===== config.mk =====
export PLATFORM = sky130hd
export DESIGN_NAME = bht_arbiter
export DESIGN_NICKNAME = d
export VERILOG_FILES = /design/src/rtl/bht_pkg.sv /design/src/rtl/bht_update_fifo.sv /design/src/rtl/bht_arbiter.sv
export SDC_FILE = /design/constraint.sdc
export NUM_CORES = 1
export LEC_CHECK = 0
export ABC_CLOCK_PERIOD_IN_PS = 7330
export CORE_AREA = 2 2 117 119
export DETAILED_ROUTE_END_ITERATION = 6
export DIE_AREA = 0 0 119 121
export MAX_ROUTING_LAYER = met4
export PLACE_DENSITY = 0.51
export SLEW_MARGIN = 25
export SYNTH_ARGS = -nofsm -noshare
export SYNTH_HDL_FRONTEND = slang
export SYNTH_SLANG_ARGS = --single-unit
export TNS_END_PERCENT = 50

===== constraint.sdc =====
create_clock -name clk -period 7.33 [get_ports clk]
set_input_delay 1.466 -clock clk [delete_from_list [all_inputs] [get_ports clk]]
set_output_delay 1.466 -clock clk [all_outputs]
set_load 0.01 [all_outputs]

===== src/rtl/bht_pkg.sv =====
// Shared types and helpers for the branch history table arbiter.
package bht_pkg;

   typedef logic [1:0] ctr2_t;

   localparam ctr2_t CTR_MAX = 2'b11;
   localparam ctr2_t CTR_MIN = 2'b00;

   // Index width carried in queued update entries; the top's IDX_W must match.
   localparam int BHT_IDX_W = 4;

   typedef enum logic {INIT, RUN} bht_state_t;

   typedef struct packed {
      logic [BHT_IDX_W-1:0] idx;
      logic                 taken;
   } upd_t;

   function automatic ctr2_t ctr_sat_update(ctr2_t c, logic taken);
      ctr2_t r;
      r = c;
      if (taken && (c != CTR_MAX))
         r = c + 2'd1;
      else if (!taken && (c != CTR_MIN))
         r = c - 2'd1;
      return r;
   endfunction

endpackage


===== src/rtl/bht_update_fifo.sv =====
// Synchronous FIFO of pending counter updates, with occupancy count.
module bht_update_fifo
   import bht_pkg::*;
#(
   parameter int DEPTH = 4,
   localparam int PTR_W = $clog2(DEPTH)
) (
   input  logic         clk,
   input  logic         rst_n,
   input  logic         push,
   input  upd_t         push_data,
   input  logic         pop,
   output upd_t         pop_data,
   output logic         full,
   output logic         empty,
   output logic [PTR_W:0] count
);

   upd_t             mem [DEPTH];
   logic [PTR_W-1:0] wr_ptr;
   logic [PTR_W-1:0] rd_ptr;
   logic [PTR_W:0]   cnt;
   logic             do_push;
   logic             do_pop;

   assign full     = (cnt == (PTR_W+1)'(DEPTH));
   assign empty    = (cnt == '0);
   assign count    = cnt;
   assign do_push  = push && !full;
   assign do_pop   = pop && !empty;
   assign pop_data = mem[rd_ptr];

   always_ff @(posedge clk or negedge rst_n) begin
      if (!rst_n) begin
         wr_ptr <= '0;
         rd_ptr <= '0;
         cnt    <= '0;
      end else begin
         if (do_push) wr_ptr <= wr_ptr + 1'b1;
         if (do_pop)  rd_ptr <= rd_ptr + 1'b1;
         case ({do_push, do_pop})
            2'b10:   cnt <= cnt + 1'b1;
            2'b01:   cnt <= cnt - 1'b1;
            default: cnt <= cnt;
         endcase
      end
   end

   // Storage holds data only; validity is tracked by the pointers above.
   always_ff @(posedge clk) begin
      if (do_push) mem[wr_ptr] <= push_data;
   end

endmodule


===== src/rtl/bht_arbiter.sv =====
// Two-bit branch counter table with a single access port shared between
// fetch lookups and buffered commit updates, plus post-reset initialisation.
module bht_arbiter
   import bht_pkg::*;
#(
   parameter int    IDX_W      = BHT_IDX_W,
   parameter int    QDEPTH     = 4,
   parameter ctr2_t INIT_STATE = 2'b11
) (
   input  logic             clk,
   input  logic             rst_n,
   input  logic             lk_valid,
   input  logic [IDX_W-1:0] lk_idx,
   output logic             lk_ready,
   output logic             pred_valid,
   output logic             pred_taken,
   output logic [1:0]       pred_state,
   input  logic             up_valid,
   input  logic [IDX_W-1:0] up_idx,
   input  logic             up_taken,
   output logic             up_ready,
   output logic             init_busy
);

   localparam int CNT_W   = $clog2(QDEPTH) + 1;
   localparam int ENTRIES = 2**IDX_W;

   bht_state_t       state, state_nx;
   logic [IDX_W-1:0] init_cnt;
   ctr2_t            table_q [ENTRIES];

   logic             fifo_full, fifo_empty;
   logic [CNT_W-1:0] fifo_count;
   upd_t             fifo_head, up_entry;
   logic             push, pop, do_lookup, tbl_we;
   logic [IDX_W-1:0] wr_idx;
   ctr2_t            wr_data;

   logic             vld_p1;
   ctr2_t            pred_state_p1;

   assign up_entry = '{idx: up_idx, taken: up_taken};
   assign push     = up_valid && up_ready;

   bht_update_fifo #(.DEPTH(QDEPTH)) u_fifo (
      .clk       (clk),
      .rst_n     (rst_n),
      .push      (push),
      .push_data (up_entry),
      .pop       (pop),
      .pop_data  (fifo_head),
      .full      (fifo_full),
      .empty     (fifo_empty),
      .count     (fifo_count)
   );

   always_ff @(posedge clk or negedge rst_n) begin
      if (!rst_n) begin
         state    <= INIT;
         init_cnt <= '0;
      end else begin
         state <= state_nx;
         if (state == INIT) init_cnt <= init_cnt + 1'b1;
      end
   end

   // Port arbitration: a full FIFO forces a drain, otherwise lookups win.
   always_comb begin
      state_nx  = state;
      lk_ready  = 1'b0;
      up_ready  = 1'b0;
      do_lookup = 1'b0;
      pop       = 1'b0;
      tbl_we    = 1'b0;
      wr_idx    = init_cnt;
      wr_data   = INIT_STATE;
      unique case (state)
         INIT: begin
            tbl_we = 1'b1;
            if (init_cnt == '1) state_nx = RUN;
         end
         RUN: begin
            up_ready = (fifo_count < CNT_W'(QDEPTH));
            if (fifo_full) begin
               pop = 1'b1;
            end else begin
               lk_ready = 1'b1;
               if (lk_valid)         do_lookup = 1'b1;
               else if (!fifo_empty) pop       = 1'b1;
            end
            if (pop) begin
               tbl_we  = 1'b1;
               wr_idx  = fifo_head.idx;
               wr_data = ctr_sat_update(table_q[fifo_head.idx], fifo_head.taken);
            end
         end
         default: ;
      endcase
   end

   always_ff @(posedge clk) begin
      if (tbl_we) table_q[wr_idx] <= wr_data;
   end

   // Stage p1: lookup result, one cycle after acceptance.
   always_ff @(posedge clk or negedge rst_n) begin
      if (!rst_n) begin
         vld_p1        <= 1'b0;
         pred_state_p1 <= CTR_MIN;
      end else begin
         vld_p1 <= do_lookup;
         if (do_lookup) pred_state_p1 <= table_q[lk_idx];
      end
   end

   assign pred_valid = vld_p1;
   assign pred_state = pred_state_p1;
   assign pred_taken = pred_state_p1[1];
   assign init_busy  = (state == INIT);

endmodule

# Word level (Yosys, flattened, before mapping)
# Memory sizes are Yosys's and may differ from the RTL's. A register that Yosys moved wholly into a read port is not among the register bits.
# Cells that the tools add are included.
# W data, S select, Z words.
# word_totals
reg_bits,13
ram_bits,52
inputBits,13
out_inout_bits,7
wordCells,60
memories,2
# memory_table
memory,depth,width,read_ports,rd_clocked_by_memory_dff,write_ports,line,rtl
table_q,16,2,2,1,1,bht_arbiter.sv:30,ctr2_t table_q [ENTRIES];
u_fifo.mem,4,5,1,0,1,bht_update_fifo.sv:19,upd_t mem [DEPTH];
# op_classes
n_addsub,7
magnitude_cmp,1
eq_ne,5
mux,26
bitwise_logic,1
reduce_logical,12
# op_table
op,n
$mux W1,18
$mux W2,4
$mux W4,2
$add A2 B1 Y2 const B,3
$pmux W3 S2,1
$logic_and A1 B1 Y1,5
$add A4 B1 Y4 const B,1
$eq A4 B4 Y1 const B,1
$logic_not A1 Y1,4
$reduce_bool A2 Y1,2
$add A3 B1 Y3 const B,1
$eq A3 B3 Y1 const B,1
$logic_not A3 Y1,1
$lt A3 B3 Y1 const B,1
$sub A3 B1 Y3 const B,1
$eq A2 B1 Y1 const B,1
$eq A2 B2 Y1 const B,1
$ne A2 B2 Y1 const B,1
$pmux W1 S2,1
$sub A2 B1 Y2 const B,1
$not A1 Y1,1

# Logic depth before layout (Yosys ltp)
# Gate-level depths: netlist (run 1).
# depth
depth_word,9
depth_mapped,14
mapped_depth_nobuf,11

# Cells and area by module
# From an unflattened synthesis (run 1), not the netlist that was laid out.
# hier_totals
hier_cells,234
hier_area_um2,3343.2
# modules_own_cells
mod,instances,cells_per_inst,area_each_um2,seq_area_each_um2
bht_arbiter,1,170,2178.3,1161.1
bht_update_fifo,1,64,1164.9,775.7

# Worst setup path before layout (run 1)
# OpenSTA, ideal clock, no wires.
# synth_timing
path_kind,input to register
startpoint,input lk_idx[0]
endpoint,"register pred_state_p1[0] (netlist: pred_state[0]), read port of table_q"
setup_time_ns,0.125
arrival_time_ns,3.146
required_time_ns,7.205
slack_ns,4.060
stages,4
n_path_buf,1
path_cell_list,clkbuf_1 -> mux4_2 -> mux4_2 -> mux2_2
# synth_lines
item,line,rtl
"start, declared",bht_arbiter.sv:13,"input logic [IDX_W-1:0] lk_idx,"
"end, declared",bht_arbiter.sv:40,ctr2_t pred_state_p1;

# Final worst setup path (run 1)
# layout_timing
startpoint,register u_fifo.rd_ptr[0]
endpoint,"memory table_q[6][0] in the netlist's numbering, data pin"
# layout_via
elab_chain_len,8
word_cells_on_any_way,13
classes_between,add/sub: 2; eq/ne: 1; mux: 4; reduce/logical: 4; memory: 2
# layout_rtl
item,line,rtl
"start, declared",bht_update_fifo.sv:21,logic [PTR_W-1:0] rd_ptr;
"start signal, assigned",bht_update_fifo.sv:40,if (do_pop) rd_ptr <= rd_ptr + 1'b1;
$mem_v2 Z4 W5 *,n/a,
"parallel branches: the longest is 4 deep, another holds $mem_v2 Z16 W2",n/a,
$mux W2 *,bht_pkg.sv:22,if (taken && (c != CTR_MAX))
$mux W2 *,bht_arbiter.sv:91,if (pop) begin
$mux W2 *,bht_arbiter.sv:77,unique case (state)
via wr_data[0],bht_arbiter.sv:37,ctr2_t wr_data;
"end, declared",bht_arbiter.sv:30,
# Mark *: on every way through the listed nets, which the timed path passes.

==> flow_summary.ini, run 1 <==
[clocking]
cts_tree = built
postCtsHoldBufs = 0
cts_buffers = 9
cts-resized-gates = 0
post-cts-setup-buffer-count = 0
clock_latency_ns = 0.33
root_buffer = clkbuf_16
clockBufferDepth = 2
cts.sinks = 67
htree_num_levels = 3
clk_pin_slew_ns = 0.05

[synth]
yosysWarnings = 0
synth_common_cells = edfxtp_1 (52), nor2_1 (24), mux2i_1 (16), mux4_2 (16), dfrtp_1 (15)
syn-num-nets = 232
ys_types = 36
synth_top_cell_area_share = 0.4873
synth_cells = 210
async_flop_share = 0.2239
synthTopCellsByArea = edfxtp_1 (49%), dfrtp_1 (12%), mux4_2 (11%), mux2i_1 (5.0%), ha_1 (3.1%)
yosysMostFrequentCell = edfxtp_1
yosysTopAreaCell = edfxtp_1
syn_area_per_cell_sq_um = 15.26
synth_edf_count = 52
synth-seq-area-share = 0.6045
netlist_area_sq_um = 3204
ys.flop_type = edfxtp_1
ys_ff_latch = 67

[place]
dp_cells = 397
post-dp-hpwl_microns = 4816
place.port_buffers = 19
gp_congestion = 0.7761

[final_layout]
fillers = 1296
layout.cells.non_filler = 413
ff_latch_area_sq_um = 1937
nets = 254
num_antenna_cells = 0
multiInputGateArea_sq_um = 1167
syn_to_final_growth_pct = 19.48
drive_gt1_frac = 0.1392

[floorplan]
initial_core_util = 0.2449
die_w_microns = 119
fp-row-count = 42
ios = 20
die_y_microns = 121
core_region_area_sq_um = 13090
die-area_sq_um = 14400

[run]
drv_cap = 0

[setup_path]
worst-path-max-fanout = 16
worstSetupPathType = reg2reg
arrival_ns = 3.56
worst_ep_required_time_ns = 7.27
cp-end-kind = register
cp-start-kind = register

[timing]
tns_ns = 0
fin_worst_skew_ns = 0.008484
setup_viol = 0
finalCriticalPeriod_ns = 3.618
slew_headroom = 0.4386
drv_slew = 0
worstMarginPinSlew_ns = 0.8394
finalCritPeriodShare = 0.4937
hold_violations = 0
maxClockFrequency_mhz = 276.4
rsz0062_at_grt = no

[route]
vias = 1772
drc = 0
wl_per_cell_microns = 15.62
drt-initial-drc-count = 118
drt-pass1-iter-count = 4
totalWireLength_microns = 6450
detail-route-antenna-nets = 0
via_per_inst = 4.291

[power]
power.leakage_nw = 1.370
power.density_nw_per_um2 = 440.3
max-vdd-ir-drop_mv = 0.1898

[global_route]
grt.overflow.total = 0
use_met1 = 0.1218
grt_pass1_vias = 1877
track_usage = 0.1022
use_met2 = 0.1627
grt_pass1_wl_microns = 10530
met3_usage = 0.02726
grt-busiest-layer = met2
antenna_found_initial = 0
grt_max_degree = 17

[worst_hold_path]
hold_class = reg2reg

[run_status]
status = completed
==> report_power, final <==
part | leakage (nW) | switching [mW] | internal, mW
clock network | 0.133 | 0.146 | 0.236
registers | 0.644 | 0.0530 | 0.597
logic | 0.593 | 0.382 | 0.271
==> layout make-up <==
| cell class | count | area share |
|---|---|---|
| Clock inverter | 3 | 0.003922 |
| Clock buffer | 13 | 0.06536 |
| Timing Repair Buffer | 19 | 0.04967 |
| Multi-Input combinational cell | 122 | 0.3049 |
| Inverter | 13 | 0.01275 |
| Tap cell | 176 | 0.05752 |
| Sequential cell | 67 | 0.5059 |
==> state kept, by name, summed over array words and instances (netlist names) <==
register / cells
pred_valid: 1
pred_state: 2
u_fifo.rd_ptr: 2
state: 1
u_fifo.wr_ptr: 2
u_fifo.count: 3
table_q: 32
u_fifo.mem: 20
init_cnt: 4
==> cells in the final DEF, fill, tap and decap left out, types with 2 or more instances in the layout <==
cell              n
dfrtp_1          15
nand2b_1          2
mux4_2           16
inv_1            12
nand2_1          10
nor2_1           24
nor2b_1           3
nand3_1           2
clkinv_2          3
ha_1              8
and2_1            2
clkbuf_1          3
mux2_2            3
edfxtp_1         52
and3_1            4
o21ai_0           3
clkbuf_16         9
mux2i_1          16
mux4_1            3
xor2_1            2
clkdlybuf4s50_1  19
a21oi_1           3
a22oi_1           2
xnor2_1           8
==> final timing paths <==
path / from / endpoint / slack (ns) / cells past startpoint
min in group asynchronous: rst_n / pred_valid$_DFF_PN0_ / 1.62 / 1
setup / recovery: u_fifo.rd_ptr[0]$_DFFE_PN0P_ / table_q[6][0]$_DFFE_PP_ / 3.71 / 10
max in group asynchronous: rst_n / u_fifo.rd_ptr[0]$_DFFE_PN0P_ / 5.19 / 1
hold / removal: init_cnt[3]$_DFFE_PN0N_ / init_cnt[3]$_DFFE_PN0N_ / 0.50 / 1
setup reg to reg: u_fifo.rd_ptr[0]$_DFFE_PN0P_ / table_q[6][0]$_DFFE_PP_ / 3.71 / 10
hold reg to reg: init_cnt[3]$_DFFE_PN0N_ / init_cnt[3]$_DFFE_PN0N_ / 0.50 / 1
==> kinds of logic after synthesis <==
logic type      synth area share
flops                     0.6045
simple gates             0.07029
mux                       0.1976
buf+inv                  0.03124
compound gates           0.03163
xor+xnor                 0.02733
fa+ha+maj                0.03749
==> metrics by stage <==
step	cell area, sq um	setup slack, ns	hold slack [ns]	util	power (mW)
global route	3829	3.351	0.5352	0.2926	1.810
CTS	3829	3.610	0.5063	0.2926	1.716
floorplan	3204	4.060	0.4664	-	1.139
detailed placement	3563	3.446	0.4938	0.2723	1.326
finish	3829	3.712	0.5034	0.2926	1.686
global placement	3563	3.437	0.4994	0.2723	1.328
==> routing by layer <==
| layer | part of all wire | routed length (microns) |
|---|---|---|
| met4 | 0.022 | 142 |
| met2 | 0.49 | 3189 |
| met3 | 0.027 | 171 |
| met1 | 0.46 | 2946 |
| met5 | 0 | 0 |
==> critical path, cell delays in order, from the launching register on <==
cell	delay, ns
dfrtp_1	0.57
mux4_2	0.80
mux4_1	0.46
mux2i_1	0.08
mux2i_1	0.31
inv_1	0.08
ha_1	0.21
nor2b_1	0.14
nor2_1	0.11
xnor2_1	0.13
nand2_1	0.33
Power figures use the tool's default switching activity.
==> inputs of run 2 (changes only) <==
--- a/config.mk
+++ b/config.mk
@@ -5,12 +5,12 @@
 export SDC_FILE = /design/constraint.sdc
 export NUM_CORES = 1
 export LEC_CHECK = 0
-export ABC_CLOCK_PERIOD_IN_PS = 7330
+export ABC_CLOCK_PERIOD_IN_PS = 3200
 export CORE_AREA = 2 2 117 119
 export DETAILED_ROUTE_END_ITERATION = 6
 export DIE_AREA = 0 0 119 121
 export MAX_ROUTING_LAYER = met4
-export PLACE_DENSITY = 0.51
+export PLACE_DENSITY = 0.52
 export SLEW_MARGIN = 25
 export SYNTH_ARGS = -nofsm -noshare
 export SYNTH_HDL_FRONTEND = slang
==> constraint.sdc (replaced) <==
create_clock -name clk -period 3.2 [get_ports clk]
set_input_delay 0.64 -clock clk [delete_from_list [all_inputs] [get_ports clk]]
set_output_delay 0.64 -clock clk [all_outputs]
set_load 0.01 [all_outputs]
==> run 2 against run 1 <==
  * Critical path depth is the same
  * Utilization increased by 1.3 points
  * Count of clock-buffer cells in the layout shrank 1
  * Combinational power rose to 2.8 times the previous value
==> flow_summary.ini, run 2 (synthesis results as in run 1) <==
[route]
via_per_inst = 4.349
drt-pass1-iter-count = 4
drc = 0
vias = 1831
wl_per_cell_microns = 16.18
detail-route-antenna-nets = 0
drt-initial-drc-count = 185
totalWireLength_microns = 6812

[setup_path]
worstSetupPathDepth = 10
crit_family = multiplexers
slowest_delay_ns = 0.63
cpMaxStageDelayCell = mux4_2
arrival_ns = 3.18
cp-end-kind = register
crit_chain = mux4_2, mux4_1, mux2i_1, mux2i_2, ha_1, and2_1, nor2_1, xnor2_1, nand2_1, buf_12
worst_ep_required_time_ns = 3.28
cp-start-kind = register
worstSetupPathType = reg2reg
cp_num_buf_inv = 1
reg2regPathDepth = 10
worst-path-max-fanout = 16

[global_route]
grt_pass1_vias = 1846
grt_pass1_wl_microns = 10440
grt.overflow.total = 0
antenna_found_initial = 0
track_usage = 0.1021
grt_max_degree = 17

[timing]
hold_violations = 0
slew_headroom = 0.5114
finalCritPeriodShare = 0.9674
maxClockFrequency_mhz = 323.0
setup_viol = 0
drv_slew = 0
fin_worst_skew_ns = 0.005986
layout_setup_ws_ns = 0.1042
worstMarginPinSlew_ns = 0.7306
finalCriticalPeriod_ns = 3.096
whs_ns = 0.5060

[final_layout]
largest_register_ffs = 32
ff_latch_area_sq_um = 1938
multiInputGateArea_sq_um = 1201
fillers = 1276
layout_commonest_cell = edfxtp_1
drive_gt1_frac = 0.1959
num_antenna_cells = 0
final_cell_mix = edfxtp_1 (52), nor2_1 (24), clkdlybuf4s50_1 (19)
nets = 262
top_register = table_q
syn_to_final_growth_pct = 24.64
reg_top3 = table_q: 32 flops, u_fifo.mem: 20 flops, init_cnt: 4 flops

[place]
pre_cts_ws_ns = 0.08535
place.port_buffers = 19
post-dp-hpwl_microns = 4990
gp_congestion = 0.8491

[clocking]
cts-resized-gates = 0
htree_num_levels = 3
cts_buffers = 9
cts.sinks = 67
clk_pin_slew_ns = 0.05
clock_latency_ns = 0.33
post-cts-setup-buffer-count = 0
cts_tree = built
postCtsHoldBufs = 0
clockBufferDepth = 2
root_buffer = clkbuf_16

[floorplan]
initial_core_util = 0.2449
fp-row-count = 42
die-area_sq_um = 14400
die_y_microns = 121
ios = 20
core_region_area_sq_um = 13090
die_w_microns = 119

[power]
power.density_nw_per_um2 = 1083
max-vdd-ir-drop_mv = 0.3578
power.leakage_nw = 1.443

[run_status]
status = completed

[worst_hold_path]
hold_class = reg2reg
worstHoldPathCells = 1

[run]
drv_cap = 0
[run 2: routing by layer]
metal | vias to the layer above | routed length [microns] | share of wire | track usage
met5 | - | 0 | 0 | -
met4 | 0 | 157 | 0.023 | 0.05580
met3 | 11 | 227 | 0.033 | 0.02773
met2 | 35 | 3536 | 0.52 | 0.1627
met1 | 930 | 2891 | 0.42 | 0.1177
li1 | 855 | - | - | -
[run 2: through the flow]
step	total power, mW	util	std cells	cell area, sq um	setup TNS (ns)
6_report	4.324	0.3052	421	3994	0
5_1_grt	4.583	0.3052	421	3994	-0.2296
4_1_cts	4.303	0.3023	420	3955	0
3_5_place_dp	3.292	0.2783	404	3641	0
3_3_place_gp	3.243	0.2783	404	3641	0
2_1_floorplan	2.609	-	210	3204	0
[run 2: path summary, 6_finish.rpt]
kind,startpoint,endpoint,slack [ns]
setup / recovery,u_fifo.rd_ptr[0]$_DFFE_PN0P_,table_q[11][0]$_DFFE_PP_,0.10
hold / removal,init_cnt[3]$_DFFE_PN0N_,init_cnt[3]$_DFFE_PN0N_,0.51
setup reg to reg,u_fifo.rd_ptr[0]$_DFFE_PN0P_,table_q[11][0]$_DFFE_PP_,0.10
hold reg to reg,init_cnt[3]$_DFFE_PN0N_,init_cnt[3]$_DFFE_PN0N_,0.51
max in group asynchronous,rst_n,u_fifo.rd_ptr[0]$_DFFE_PN0P_,1.95
min in group asynchronous,rst_n,u_fifo.wr_ptr[0]$_DFFE_PN0P_,0.74
[run 2: final cells by class]
| type | count | share of cell area |
|---|---|---|
| clock buffers | 12 | 0.06673 |
| clock inverters | 4 | 0.01190 |
| inverters | 13 | 0.01222 |
| multi-input cells | 123 | 0.3008 |
| flip-flops and latches | 67 | 0.4853 |
| well taps | 176 | 0.05514 |
| repair buffers | 26 | 0.06798 |
[run 2: power by group]
| group | total [mW] | internal, mW | switching [mW] |
|---|---|---|---|
| combinational | 1.84 | 0.868 | 0.973 |
| sequential | 1.47 | 1.36 | 0.108 |
| clock | 1.01 | 0.663 | 0.349 |
| total | 4.32 | 2.89 | 1.43 |
==> inputs of run 3 (changes only) <==
--- a/config.mk
+++ b/config.mk
@@ -11,7 +11,6 @@
 export DIE_AREA = 0 0 119 121
 export MAX_ROUTING_LAYER = met4
 export PLACE_DENSITY = 0.52
-export SLEW_MARGIN = 25
 export SYNTH_ARGS = -nofsm -noshare
 export SYNTH_HDL_FRONTEND = slang
 export SYNTH_SLANG_ARGS = --single-unit
==> results of run 3 <==
The final DEF is identical to that of run 2; final timing and power are the same.
